[src/rtl/mux_rr_scheduler_if.sv]
// Request/data bus between four requesters, the round-robin scheduler and the
// downstream consumer of the captured 2-bit word.
interface mux_rr_scheduler_if;
  logic       en;
  logic [3:0] req;
  logic [7:0] data_in;
  logic [3:0] gnt;
  logic [1:0] sel;
  logic [1:0] out_data;
  logic [1:0] out_src;
  logic       out_valid;
  logic       out_ready;
  logic       busy;

  modport master (
    output en, req, data_in, out_ready,
    input  gnt, sel, out_data, out_src, out_valid, busy
  );

  modport slave (
    input  en, req, data_in, out_ready,
    output gnt, sel, out_data, out_src, out_valid, busy
  );
endinterface

[src/rtl/mux_rr_scheduler.sv]
// Round-robin scheduler for one 2-bit lane shared by four requesters, with
// per-requester burst allowance and a one-entry registered output stage.
module mux_rr_scheduler #(
  parameter int unsigned BURST = 1
) (
  input logic              clk,
  input logic              rst_n,
  mux_rr_scheduler_if.slave bus
);

  typedef enum logic [0:0] {StIdle, StFull} state_e;

  state_e     state_q;
  logic [1:0] out_data_q, out_src_q, sel_q, ptr_q, last_q;
  logic [3:0] burst_cnt_q;

  logic       any_req, hold, same_w, out_valid, cap;
  logic [1:0] idx, scan_w, win, ptr_d;
  logic [3:0] cnt_d;

  assign out_valid = (state_q == StFull);

  always_comb begin
    any_req = |bus.req;
    idx     = '0;
    scan_w  = ptr_q;
    // Descending so the requester nearest to ptr is assigned last and wins.
    for (int i = 3; i >= 0; i--) begin
      idx = ptr_q + 2'(i);
      if (bus.req[idx]) scan_w = idx;
    end
    hold = (burst_cnt_q != 4'd0) && (burst_cnt_q < 4'(BURST)) && bus.req[last_q];
    win  = hold ? last_q : scan_w;

    // rst_n gates cap so gnt reads zero for the whole reset window.
    cap = rst_n & bus.en & any_req & (~out_valid | bus.out_ready);

    same_w = (win == last_q);
    if (same_w && (burst_cnt_q < 4'(BURST))) cnt_d = burst_cnt_q + 4'd1;
    else                                     cnt_d = 4'd1;
    ptr_d = ptr_q;
    if ((cnt_d == 4'(BURST)) || !same_w) ptr_d = win + 2'd1;
  end

  always_ff @(posedge clk or negedge rst_n) begin
    if (!rst_n) begin
      state_q     <= StIdle;
      out_data_q  <= 2'b00;
      out_src_q   <= 2'b00;
      sel_q       <= 2'b00;
      ptr_q       <= 2'b00;
      last_q      <= 2'b00;
      burst_cnt_q <= 4'd0;
    end else begin
      if (any_req) sel_q <= win;
      if (cap) begin
        out_data_q  <= bus.data_in[{win, 1'b0} +: 2];
        out_src_q   <= win;
        last_q      <= win;
        burst_cnt_q <= cnt_d;
        ptr_q       <= ptr_d;
      end
      unique case (state_q)
        StIdle:  if (cap) state_q <= StFull;
        StFull:  if (!cap && bus.out_ready) state_q <= StIdle;
        default: state_q <= StIdle;
      endcase
    end
  end

  assign bus.gnt       = cap ? (4'b0001 << win) : 4'b0000;
  assign bus.sel       = (rst_n && any_req) ? win : sel_q;
  assign bus.out_data  = out_data_q;
  assign bus.out_src   = out_src_q;
  assign bus.out_valid = out_valid;
  assign bus.busy      = out_valid;

endmodule
[src/flat_wrapper.sv]
// flat-port wrapper written by rule: the top's interface ports become plain ports
module mux_rr_scheduler_flat 
#(
  parameter int unsigned BURST = 1
)
  (clk, rst_n, bus_en, bus_req, bus_data_in, bus_out_ready, bus_gnt, bus_sel, bus_out_data, bus_out_src, bus_out_valid, bus_busy);
  mux_rr_scheduler_if bus_i ();
  input logic clk;
  input logic rst_n;
  input wire logic [$bits(bus_i.en)-1:0] bus_en;
  input wire logic [$bits(bus_i.req)-1:0] bus_req;
  input wire logic [$bits(bus_i.data_in)-1:0] bus_data_in;
  input wire logic [$bits(bus_i.out_ready)-1:0] bus_out_ready;
  output wire logic [$bits(bus_i.gnt)-1:0] bus_gnt;
  output wire logic [$bits(bus_i.sel)-1:0] bus_sel;
  output wire logic [$bits(bus_i.out_data)-1:0] bus_out_data;
  output wire logic [$bits(bus_i.out_src)-1:0] bus_out_src;
  output wire logic [$bits(bus_i.out_valid)-1:0] bus_out_valid;
  output wire logic [$bits(bus_i.busy)-1:0] bus_busy;
  assign bus_i.en = bus_en;
  assign bus_i.req = bus_req;
  assign bus_i.data_in = bus_data_in;
  assign bus_i.out_ready = bus_out_ready;
  assign bus_gnt = bus_i.gnt;
  assign bus_sel = bus_i.sel;
  assign bus_out_data = bus_i.out_data;
  assign bus_out_src = bus_i.out_src;
  assign bus_out_valid = bus_i.out_valid;
  assign bus_busy = bus_i.busy;
  mux_rr_scheduler #(.BURST(BURST)) u_core (.clk(clk), .rst_n(rst_n), .bus(bus_i));
endmodule
[config.mk]
export PLATFORM = sky130hd
export DESIGN_NAME = mux_rr_scheduler_flat
export DESIGN_NICKNAME = d
export VERILOG_FILES = /design/src/rtl/mux_rr_scheduler_if.sv /design/src/rtl/mux_rr_scheduler.sv /design/src/flat_wrapper.sv
export SDC_FILE = /design/constraint.sdc
export NUM_CORES = 1
export LEC_CHECK = 0
export CORE_MARGIN = 1
export CORE_UTILIZATION = 49
export CTS_BUF_LIST = sky130_fd_sc_hd__clkbuf_4
export DETAILED_ROUTE_END_ITERATION = 10
export PLACE_DENSITY_LB_ADDON = 0.12
export SKIP_LAST_GASP = 1
export SYNTH_ARGS = -nofsm -noshare
export SYNTH_HDL_FRONTEND = slang
export SYNTH_SLANG_ARGS = --single-unit
[constraint.sdc]
create_clock -name clk -period 3.6 [get_ports clk]
set_input_delay 0.72 -clock clk [delete_from_list [all_inputs] [get_ports clk]]
set_output_delay 0.72 -clock clk [all_outputs]
set_load 0.02 [all_outputs]
Yosys cells after proc, flatten, opt, wreduce, memory -nomap -nowiden
Index checks and enable logic that the tools add are counted.
{ "word_totals": {"register_bits": 13, "latch_bits": 0, "mem_bits_rw": 0, "romBits": 0, "in_bits": 16, "output_inout_bits": 12, "word_cells": 58, "n_memories": 0} }
{ "classes": {"n_addsub": 5, "mul": 0, "div_mod_pow": 0, "magnitude_cmp": 6, "eq_ne": 2, "shift": 2, "n_mux": 21, "bitwise_logic": 5, "reduce_logical": 11} }
{ "op_table": {"columns": ["cell", "count"], "rows": [
  ["$lt A2 B3 Y1 const B", 5],
  ["$mux W2", 6],
  ["$bmux W1 S2", 5],
  ["$mux W4", 2],
  ["$shiftx A8 B4 Y2", 1],
  ["$mux W1", 7],
  ["$logic_and A1 B1 Y1", 5],
  ["$add A2 B1 Y2 const B", 2],
  ["$add A2 B2 Y2 const B", 2],
  ["$add A4 B1 Y4 const B", 1],
  ["$eq A4 B1 Y1 const B", 1],
  ["$lt A4 B1 Y1 const B", 1],
  ["$reduce_bool A4 Y1", 1],
  ["$reduce_or A4 Y1", 1],
  ["$shl A1 B2 Y4 const A", 1],
  ["$and A1 B1 Y1", 3],
  ["$eq A2 B2 Y1", 1],
  ["$logic_not A1 Y1", 2],
  ["$pmux W1 S2", 1],
  ["$reduce_and A2 Y1", 1],
  ["$logic_or A1 B1 Y1", 1],
  ["$not A1 Y1", 1],
  ["$or A1 B1 Y1", 1]
]} }

Depth between registers and ports, before layout
{ "logic_depth": {"depth_word": 14, "mapped_depth": 10, "ltp_nobuf": 9} }

Worst setup path before layout
No wires, ideal clock.
{ "synth_timing": {"path_type": "input port to output port", "start": "input port bus_req[2]", "end": "output port bus_sel[0]", "arrival_time_ns": 2.553, "t_required_ns": 2.880, "setup_slack_ns": 0.327, "path_stages": 7, "path_buffers": 1, "cell_sequence": "mux4_1 > or3b_2 > clkbuf_1 > nand4_1 > o21ai_1 > inv_1 > o21ai_0"} }
{ "synth_between": {"elab_chain_cells": 8, "word_cells_on_any_way": 19, "classes_between": "16 x mux; 3 x reduce/logical"} }
{ "synth_rtl": {"columns": ["element", "line", "source"], "rows": [
  ["start: declaration", "flat_wrapper.sv:11", "input wire logic [$bits(bus_i.req)-1:0] bus_req;"],
  ["$bmux W1 S2", "mux_rr_scheduler.sv:30", "if (bus.req[idx]) scan_w = idx;"],
  ["$mux W1 (not written as such)", "mux_rr_scheduler.sv:30", null],
  ["$mux W2 (4 in a row)", "mux_rr_scheduler.sv:30", null],
  ["$mux W2 (*)", "mux_rr_scheduler.sv:33", "win = hold ? last_q : scan_w;"],
  ["via u_core.win[0]", "mux_rr_scheduler.sv:18", "logic [1:0] idx, scan_w, win, ptr_d;"],
  ["$mux W2 (*)", "mux_rr_scheduler.sv:72", "assign bus.sel = (rst_n && any_req) ? win : sel_q;"],
  ["end: declaration", "flat_wrapper.sv:15", "output wire logic [$bits(bus_i.sel)-1:0] bus_sel;"]
]} }
Mark *: on every way through the listed nets, which the timed path passes. The rest lies on a longest branch. The select of a mux whose other input is x is not followed.

Worst setup path in the final report
{ "layout_timing": {"start": "input port bus_req[0]", "end": "output port bus_gnt[1]"} }
{ "layout_between": {"elab_chain_cells": 9, "word_cells_on_any_way": 21, "classes_between": "1 x shift; 16 x mux; 2 x bitwise; 2 x reduce/logical"} }
{ "layout_rtl": {"columns": ["element", "line", "source"], "rows": [
  ["$bmux W1 S2", "mux_rr_scheduler.sv:30", null],
  ["$mux W1 (not written as such)", "mux_rr_scheduler.sv:30", null],
  ["$mux W2 (4 in a row)", "mux_rr_scheduler.sv:30", null],
  ["$mux W2 (*)", "mux_rr_scheduler.sv:33", null],
  ["via u_core.win[0]", "mux_rr_scheduler.sv:18", null],
  ["$shl A1 B2 Y4 (*)", "mux_rr_scheduler.sv:71", "assign bus.gnt = cap ? (4'b0001 << win) : 4'b0000;"],
  ["$mux W4 (*)", "mux_rr_scheduler.sv:71", null],
  ["end: declaration", "flat_wrapper.sv:14", "output wire logic [$bits(bus_i.gnt)-1:0] bus_gnt;"]
]} }
Marks and branches as above.

==> reports/qor.yml <==
place:
  hpwl_um: 2130
  portBuffers: 27
  gp_congestion: 0.840
cts:
  cts_buffers: 3
  cts_max_level: 1
  clk_pin_slew_ps: 70
  cts_tree: "done"
  clockRootBuffer: "clkbuf_4"
  clock_path_buffers: 2
  clk_latency_ps: 270
  cts.sinks: 13
synthesis:
  syn_avg_cell_area_um2: 8.63
  ys_seq_area_share_pct: 31.7
  synth.net_count: 142
  ys_dominant_reg_cell: "dfrtp_1"
  synth-edff-count: 0
  syn_inst: 119
  yosysUniqueCellTypes: 39
  yosysWarnings: 0
  async_flop_share_pct: 100
  netlist_area_um2: 1030
  ys_ff_latch: 13
power_and_ir_drop:
  leakage_nw: 0.742
  p_switching_mw: 0.360
  combPwrFrac_pct: 63.7
  power_density_nw_per_um2: 574
  p_clk_share_pct: 10.6
  vdd_drop_max_v: 0.000457
  swShare_pct: 40.5
  internal_power_mw: 0.528
  seqPwrFrac_pct: 25.7
timing:
  grt_setup_unrepaired: "true"
  setup_viol: 0
  fmax_ghz: 0.282
  tightestPinTransition_ps: 370
  finalHoldViolations: 0
  period_share_pct: 98.6
  slew_headroom_pct: 75.3
  maxSlewViolCount: 0
  period_minus_slack_ps: 3550
  setup_tns_ps: 0
  fin_worst_skew_ps: 3.41
setup_path:
  worstReg2RegStart: "u_core.burst_cnt_q[0]"
  cp_max_fo: 4
  setup.worst_path.start: "bus_req[0]"
  crit_required_ps: 2880
  crit_path_end_kind: "output pin"
  crit_type: "in -> out"
  cp.arrival_ps: 2830
  worstSetupStartpointType: "primary input"
global_route:
  antenna_found_initial: 0
  grtUsageTotal_pct: 26.4
  grt_overflow_total: 0
  grt_pass1_wl_um: 4110
  grt_pass1_vias: 934
  grt_max_degree: 15
floorplanning:
  ioPinCount: 28
  start_util_pct: 52.4
  core_um2: 1960
  die_h_um: 47.8
  dieWidth_um: 47.8
  die_area_um2: 2280
  num_rows: 16
final_layout:
  seq_area_um2: 325
  final_util_pct: 78.8
  fillers: 143
  diodes: 0
  nNetsFinal: 198
  areaGrowthSynthToFinish_pct: 50.5
  drive_above_1_share_pct: 27.6
  multi_input_area_um2: 648
route:
  route.detailed.drc: 0
  num_vias: 1120
  routed_via_density: 5.57
  finalWirelength_um: 2890
  drt-pass1-iter-count: 4
  route.antenna.remaining_nets: 0
  wl_per_cell_um: 14.4
  dr.first_iter.drc_count: 42
hold_path:
  hold_class: "reg -> reg"
  hold_start: "u_core.bus.out_data[0]"
status:
  outcome: "completed"
flow_run:
  maxCapViolations: 0
stage by stage:
step	setup WS (ps)	instances	hold slack [ps]	power (mW)	area, um2
after floorplan	327	119	424	0.506	1030
after global placement	-358	190	465	0.710	1470
after detailed placement	-407	190	500	0.724	1470
after CTS	-120	197	519	0.846	1520
after global routing	-15.5	201	535	0.951	1550
final	51.3	201	513	0.887	1550
cell type report:
cell class / count / share of cell area, %
Clock buffer: 4 / 1.94
Inverter: 11 / 2.67
Multi-Input combinational cell: 91 / 41.9
Sequential cell: 13 / 21.0
Tap cell: 27 / 2.18
Timing Repair Buffer: 55 / 30.3
cell usage after synthesis, drive strengths merged (3+ instances only):
cell type	count	area [um2]
nor2b	3	18.8
o21ai	8	40.0
a21oi	6	30.0
a22o	3	26.3
inv	11	41.3
nor2	11	41.3
ha	7	87.6
o221ai	4	35.0
mux2	3	37.5
nand2b	3	18.8
nor3	3	15.0
dfrtp	13	325
and2	5	31.3
nand2	9	33.8
cells by family (layout without fill, tap and decap cells):
kind of cell	Yosys count	after routing	share of synthesized area (%)
AO/OA/AOI/OAI	32	32	21.9
adder cells (fa/ha/maj)	7	7	8.53
buffers and inverters	15	70	5.97
flip-flops	13	13	31.7
multiplexers	6	6	8.16
AND/OR/NAND/NOR	46	46	23.8
final timing paths:
path,endpoint,slack [ps],cells after the start
hold / removal,u_core.bus.out_data[0],510,2
min in group asynchronous,u_core.burst_cnt_q[3],780,2
setup / recovery,bus_gnt[1],50,9
hold reg to reg,u_core.bus.out_data[0],510,2
max in group asynchronous,u_core.sel_q[0],2650,2
setup reg to reg,u_core.ptr_q[1],1010,8
cell usage in the layout (no fill, tap or decap), drive strengths merged, types with 3 or more instances in the layout:
cell type / instances
nor3: 3
nand2b: 3
mux2: 3
and2: 5
o21ai: 8
clkdlybuf4s50: 20
nor2b: 3
o221ai: 4
inv: 11
dfrtp: 13
a21oi: 6
nand2: 9
nor2: 11
buf: 29
ha: 7
clkbuf: 7
a22o: 3
critical path, stage by stage:
cell and delay (ps):
clkdlybuf4s50_1 430, mux4_2 480, or3b_4 280, nand4_1 130
o21ai_2 130, buf_6 130, ha_1 130, and2_1 110
clkdlybuf4s15_1 300
state kept, by name, summed over array words and instances (netlist names):
| register | count |
|---|---|
| u_core.sel_q | 2 |
| u_core.bus.out_src | 2 |
| u_core.burst_cnt_q | 4 |
| u_core.bus.busy | 1 |
| u_core.bus.out_data | 2 |
| u_core.ptr_q | 2 |
power groups by stage:
stage,clock network (mW),logic (mW),registers [mW]
final,0.0945,0.565,0.228
after global routing,0.104,0.614,0.233
after CTS,0.0987,0.521,0.226
after detailed placement,0,0.496,0.229
after global placement,0,0.484,0.226
after floorplan,0,0.251,0.255
repair_timing:
item | CTS | global route
endpoints found under the setup margin | 6 | 5
pin swaps | 1 | 0
hold buffers | 0 | 0
setup buffers | 3 | 4
resized for setup | 11 | 13
metal layers:
metal	vias to the layer above	part of all wire, %	GRT usage [%]
met5	-	0	0
met4	0	0.59	5.00
met3	4	5.7	5.66
met2	45	52	46.8
li1	534	-	-
met1	537	42	33.2
(Power assumes the default switching activity.)
